**config.mk**
```make
export PLATFORM = sky130hd
export DESIGN_NAME = seq_divider_unit
export DESIGN_NICKNAME = d
export VERILOG_FILES = /design/src/rtl/seq_divider_unit.sv
export SDC_FILE = /design/constraint.sdc
export NUM_CORES = 1
export LEC_CHECK = 0
export BUFFER_PORTS_ARGS = -buffer_cell sky130_fd_sc_hd__clkbuf_2
export CORE_AREA = 2 2 132 134
export CTS_CLUSTER_SIZE = 20
export DETAILED_ROUTE_END_ITERATION = 12
export DIE_AREA = 0 0 134 136
export PLACE_DENSITY_LB_ADDON = 0.05
export SLEW_MARGIN = 25
export SYNTH_ARGS = -nofsm -noshare
export SYNTH_HDL_FRONTEND = slang
export SYNTH_SLANG_ARGS = --single-unit
```
**constraint.sdc**
```tcl
create_clock -name clk -period 11.7 [get_ports clk]
set_input_delay 1.17 -clock clk [delete_from_list [all_inputs] [get_ports clk]]
set_output_delay 1.17 -clock clk [all_outputs]
set_load 0.02 [all_outputs]
```
**src/rtl/seq_divider_unit.sv**
```systemverilog
// Multi-cycle unsigned radix-2 restoring divider.
// Responder on the execute stage's divide valid/done handshake.
module seq_divider_unit #(
    parameter int WIDTH = 32
) (
    input  logic               clk,
    input  logic               reset,
    input  logic               valid,
    input  logic [WIDTH-1:0]   a,
    input  logic [WIDTH-1:0]   b,
    output logic               done,
    output logic               busy,
    output logic [2*WIDTH-1:0] c
);

    localparam int CW = $clog2(WIDTH + 1);

    typedef enum logic [1:0] {
        IDLE = 2'd0,
        BUSY = 2'd1,
        DONE = 2'd2
    } state_t;

    state_t state;
    state_t state_next;

    logic [WIDTH-1:0] rem;
    logic [WIDTH-1:0] quo;
    logic [WIDTH-1:0] dvs;
    logic [CW-1:0]    count;

    logic [WIDTH:0]   shifted;
    logic [WIDTH:0]   diff;
    logic [WIDTH-1:0] rem_next;
    logic [WIDTH-1:0] quo_next;
    logic             last;

    // The shifted remainder keeps its top bit so divisors above 2^(WIDTH-1)
    // still divide correctly; diff[WIDTH] is the borrow.
    always_comb begin
        shifted = {rem, quo[WIDTH-1]};
        diff    = shifted - {1'b0, dvs};
        if (diff[WIDTH]) begin
            rem_next = shifted[WIDTH-1:0];
            quo_next = {quo[WIDTH-2:0], 1'b0};
        end else begin
            rem_next = diff[WIDTH-1:0];
            quo_next = {quo[WIDTH-2:0], 1'b1};
        end
    end

    assign last = (count == CW'(1));

    always_ff @(posedge clk or posedge reset) begin
        if (reset) begin
            state <= IDLE;
        end else begin
            state <= state_next;
        end
    end

    always_comb begin
        state_next = state;
        unique case (state)
            IDLE: begin
                if (valid) begin
                    state_next = BUSY;
                end
            end
            BUSY: begin
                if (!valid) begin
                    state_next = IDLE;
                end else if (last) begin
                    state_next = DONE;
                end
            end
            DONE: begin
                state_next = IDLE;
            end
            default: begin
                state_next = IDLE;
            end
        endcase
    end

    always_comb begin
        busy = (state == BUSY);
        done = (state == DONE);
    end

    always_ff @(posedge clk or posedge reset) begin
        if (reset) begin
            rem   <= '0;
            quo   <= '0;
            dvs   <= '0;
            count <= '0;
            c     <= '0;
        end else begin
            if (state == IDLE && valid) begin
                quo   <= a;
                dvs   <= b;
                rem   <= '0;
                count <= CW'(WIDTH);
            end else if (state == BUSY && valid) begin
                rem   <= rem_next;
                quo   <= quo_next;
                count <= count - CW'(1);
                if (last) begin
                    c <= {rem_next, quo_next};
                end
            end
        end
    end

endmodule

```
# == After elaboration in Yosys (flattened, before gate mapping) ==
# Index checks and enable logic that the tools add are counted.
# totals
ff_bits,168
input_bits,67
word_cells,32
out_inout_bits,66
# classes
eq_ne,5
bitwise_logic,1
mux,12
n_reduce_logical,6
n_addsub,2
# op_table
cell,count
32-bit two-way mux,5
33-bit by 32-bit subtractor with 33-bit output,1
6-bit two-way mux,2
"6-bit by 1-bit equality test with 1-bit output, second input constant",1
2-bit two-way mux,3
"6-bit by 1-bit subtractor with 6-bit output, second input constant",1
2-bit one-hot mux with 2 select lines,1
"3-bit by 2-bit != test with 1-bit output, second input constant",1
3-bit AND reduction,1
"2-bit by 1-bit equality test with 1-bit output, second input constant",1
"2-bit equality test, second input constant",1
1-bit logical AND,2
2-bit logical NOT,1
"2-bit != test, second input constant",1
2-bit AND reduction,1
2-bit nonzero test,1
1-bit two-way mux,1
1-bit inverter,1

# == Longest topological paths before layout ==
# depth
ltp_word,4
depth_mapped,13

# == Worst setup path before layout ==
# No wires, ideal clock.
# synth_timing
kind,reg2reg
start,register quo[31]
end,register c[40]
period_less_slack_ps,3142
path_stages_with_launch,14
arrival_ps,3012
setup_time_ps,130
slack_ps,8558
cell_sequence,dfrtp_1 inv_1 ha_1 inv_1 fa_1 a211oi_1 o211ai_1 a21oi_1 a21oi_2 o2111a_1 a211oi_4 buf_6 mux2i_1 o21ai_1
# synth_between
elab_chain_len,2
# synth_lines
item,line_no,rtl
from (decl),28,logic [WIDTH-1:0] quo;
from (signal assigned),106,quo <= quo_next;
33-bit by 32-bit subtractor with 33-bit output,42,"diff = shifted - {1'b0, dvs};"
32-bit two-way mux,43,if (diff[WIDTH]) begin
to (signal assigned),109,"c <= {rem_next, quo_next};"
to (decl),13,output logic [2*WIDTH-1:0] c
# No other way between the ends.
# A chain may end at the register's enable or synchronous reset.

# == Worst setup path in the final report ==
# layout_timing
start,register quo[31]
end,register c[32]
# layout_between
elab_chain_len,2
# layout_lines
item,line_no
33-bit by 32-bit subtractor with 33-bit output,42
32-bit two-way mux *,43
# Every way passes the cells marked *; elsewhere a longest branch is shown, timed or not.

==> summary.txt <==
Final layout
  • Final Instance Count excl. Fillers: 1,347
  • Final instance area: 0.0104 mm^2
  • Multi-input gate area: 0.00443 mm^2
  • P&R area growth vs syn: 15.6%
  • ANT cells: 0
  • Fin nets: 1,211
  • Layout cells sized above 1: 17.0%
  • Register Area: 0.00421 mm^2
  • Fillers: 1,535

Critical path
  • Crit path kind: flop to flop
  • Highest net fanout along the worst path: 26
  • Startpoint Class: flop
  • Worst endpoint data arrival time: 4.52 ns
  • Crit. End Element: flop
  • Worst Path Required: 12.04 ns

Synthesis
  • YS warnings: 0
  • Post-synthesis sequential area ratio: 46.6%
  • Synthesized area: 0.00901 mm^2
  • Seq cells post-synth: 168
  • Ranking of synthesized cells by area: dfrtp_1 47%, nand2_1 10%, mux2i_1 7.2%
  • Synth top area share: 46.6%
  • Mapped Nets: 1,107
  • Synth Instances: 1,005
  • Top FF cell, synth: dfrtp_1
  • Post-synth top area cell: dfrtp_1
  • Post-Syn Area per Cell: 8.97 um^2
  • Async S/R FF share, synth: 100%
  • Synth unique cells: 62
  • EDFF count, synth: 0

Route
  • WL/cell: 15.2 um
  • Detail Route Antenna Nets: 0
  • Detailed Route WL: 20,400 um
  • Routed via count: 7,286
  • Drt first pass iters: 5
  • 1st-iter DRT viols: 364
  • Residual DRC count: 0
  • Via-per-instance ratio: 5.41

Floorplan
  • Die area: 0.0182 mm^2
  • Io pins: 133
  • Die Y-Extent: 136 um
  • Core box area: 0.0169 mm^2
  • Cell Rows: 48
  • Initial Util: 53.4%
  • Die W: 134 um

CTS
  • CTS resizes: 0
  • CTS tree: yes
  • Post-CTS Setup Inserts: 0
  • CTS Root Buffer Type: clkbuf_16
  • Clock sinks: 168
  • Clk_lat worst skew: 0.43 ns
  • Htree depth: 4
  • Clock Pin Slew Worst Setup and Hold Paths: 0.07 ns
  • Total CTS buffers: 17
  • CTS max path bufs: 2
  • Hold Buf Count CTS: 0

Hold path
  • Worst Hold Class: flop to flop

Run status
  • Run status: completed

STA
  • Fin. Hold Viols: 0
  • RSZ-0062 raised after global routing: false
  • Clock skew: 0.00865 ns
  • Worst slew pin tran: 0.971 ns
  • TNS Setup: 0 ns
  • Min Hold Slack: 0.481 ns
  • Crit share post-route: 35.7%
  • Minimum clock period after layout: 4.18 ns
  • Final setup fails: 0
  • Max-slew violations: 0
  • Highest clock rate: 239 MHz
  • Slew headroom: 35.3%

GRT
  • Gr ovfl total: 0
  • Largest net degree at the start of global routing: 105
  • First-pass GRT wire length: 34,600 um
  • Gr usage total: 23.6%
  • Number of global-route vias before repair: 6,913
  • Initial antenna violation count: 0

Placement
  • Inst Count DP: 1,314
  • Placer congestion estimate: 0.882
  • Post-DP HPWL: 14,000 um
  • PortBufs: 132
  • Area after DPL: 0.00980 mm^2

Run
  • Max Cap Viol: 0

Power
  • Leak Pwr: 5.39 nW
  • Total power: 2.62 mW
  • Pwr Density: 251 mW/mm^2
  • IR drop worst, VDD: 0.000126 V
final timing paths:
kind / slack [ns] / from / cells past startpoint / endpoint
max: 7.52 / quo[31] / 13 / c[32]
min: 0.48 / c[0] / 2 / c[0]
max reg2reg: 7.52 / quo[31] / 13 / c[32]
min reg2reg: 0.48 / c[0] / 2 / c[0]
max in group asynchronous: 9.38 / reset / 3 / c[49]
min in group asynchronous: 0.90 / reset / 2 / quo[4]
registers in the layout, summed over array words and instances (netlist names):
| name | cells |
|---|---|
| count | 6 |
| c | 64 |
| rem | 32 |
| state | 2 |
| quo | 32 |
| dvs | 32 |
where the power goes:
group | switching (mW) | internal, mW | leakage [nW]
Clock | 0.248 | 0.320 | 0.282
Sequential | 0.117 | 0.750 | 2.20
Combinational | 0.721 | 0.463 | 2.91
synthesized netlist by cell type, types with 3 or more instances:
library cell and n:
o21ai_1 54, dfrtp_1 168, xnor2_1 15, nor3_1 8, nor4_1 3, a31oi_1 9
mux2i_1 65, nand2_1 245, clkbuf_1 46, nand3_1 11, nand3b_1 4, xor2_1 9
nor2_1 27, buf_6 3, a21oi_1 36, a22o_1 3, nor2b_1 7, nor3b_1 4
ha_1 34, nand2b_1 6, a211oi_1 5, buf_1 3, or3_1 3, a31o_2 4
o21ai_0 92, and2_1 5, inv_1 45, o211ai_1 7, mux2_2 6, and3_1 8
a21o_1 24, nand4_1 7, o21a_1 3
per-stage QoR:
step                util, %  setup slack [ns]
global route           61.7              7.23
global placement       58.1              7.63
detailed placement     58.1              7.46
CTS                    61.6              7.48
finish                 61.7              7.52
floorplan                 -              5.98
worst max-delay path, cell delays in order (launching register included):
cell and delay (ns):
dfrtp_1 0.39, inv_1 0.08, ha_1 0.18, inv_1 0.06, fa_1 0.42, a211oi_1 0.27, o211ai_1 0.20, a21oi_1 0.35
a21oi_2 0.13, o2111a_1 0.31, a211oi_4 0.66, buf_4 0.51, mux2_2 0.40, o21ai_0 0.15
logic make-up after synthesis:
group / Yosys count / share of synthesized area, %
muxes: 71 / 7.97
and+or+nand+nor: 345 / 16.5
AOI/OAI and AO/OA: 262 / 17.2
buffers and inverters: 100 / 4.44
xor gates and xnor gates: 24 / 2.33
adders and majority gates: 35 / 4.94
DFF: 168 / 46.6
cell type report:
| cell class | instances | area share (%) |
|---|---|---|
| clock inverter | 14 | 1.56 |
| tap | 225 | 2.70 |
| inverter | 46 | 1.71 |
| multi-input combinational | 737 | 42.6 |
| sequential | 168 | 40.4 |
| clock buffer | 18 | 4.12 |
| timing repair buffer | 139 | 6.97 |
cells in the final DEF (no fill, tap or decap), types with 7 or more instances in the layout:
cell type    n
clkbuf_16   17
ha_1        34
and3_1       8
nand3_1     11
nand2_1    243
nand4_1      7
o21ai_1     54
xor2_1       9
mux2i_1     65
o21ai_0     92
inv_1       44
nor2b_1      7
dfrtp_1    167
a21oi_1     36
clkbuf_2   132
nor2_1      26
a31oi_1      9
xnor2_1     15
a21o_1      24
o211ai_1     7
nor3_1       8
layer usage:
metal / track usage (%) / vias to the layer above / share of wire (%)
met5: 0 / - / 0
met4: 6.97 / 0 / 1.1
met3: 5.63 / 17 / 5.0
met2: 37.2 / 146 / 46
met1: 32.8 / 3434 / 48
li1: - / 3689 / -
Power figures use the tool's default switching activity.
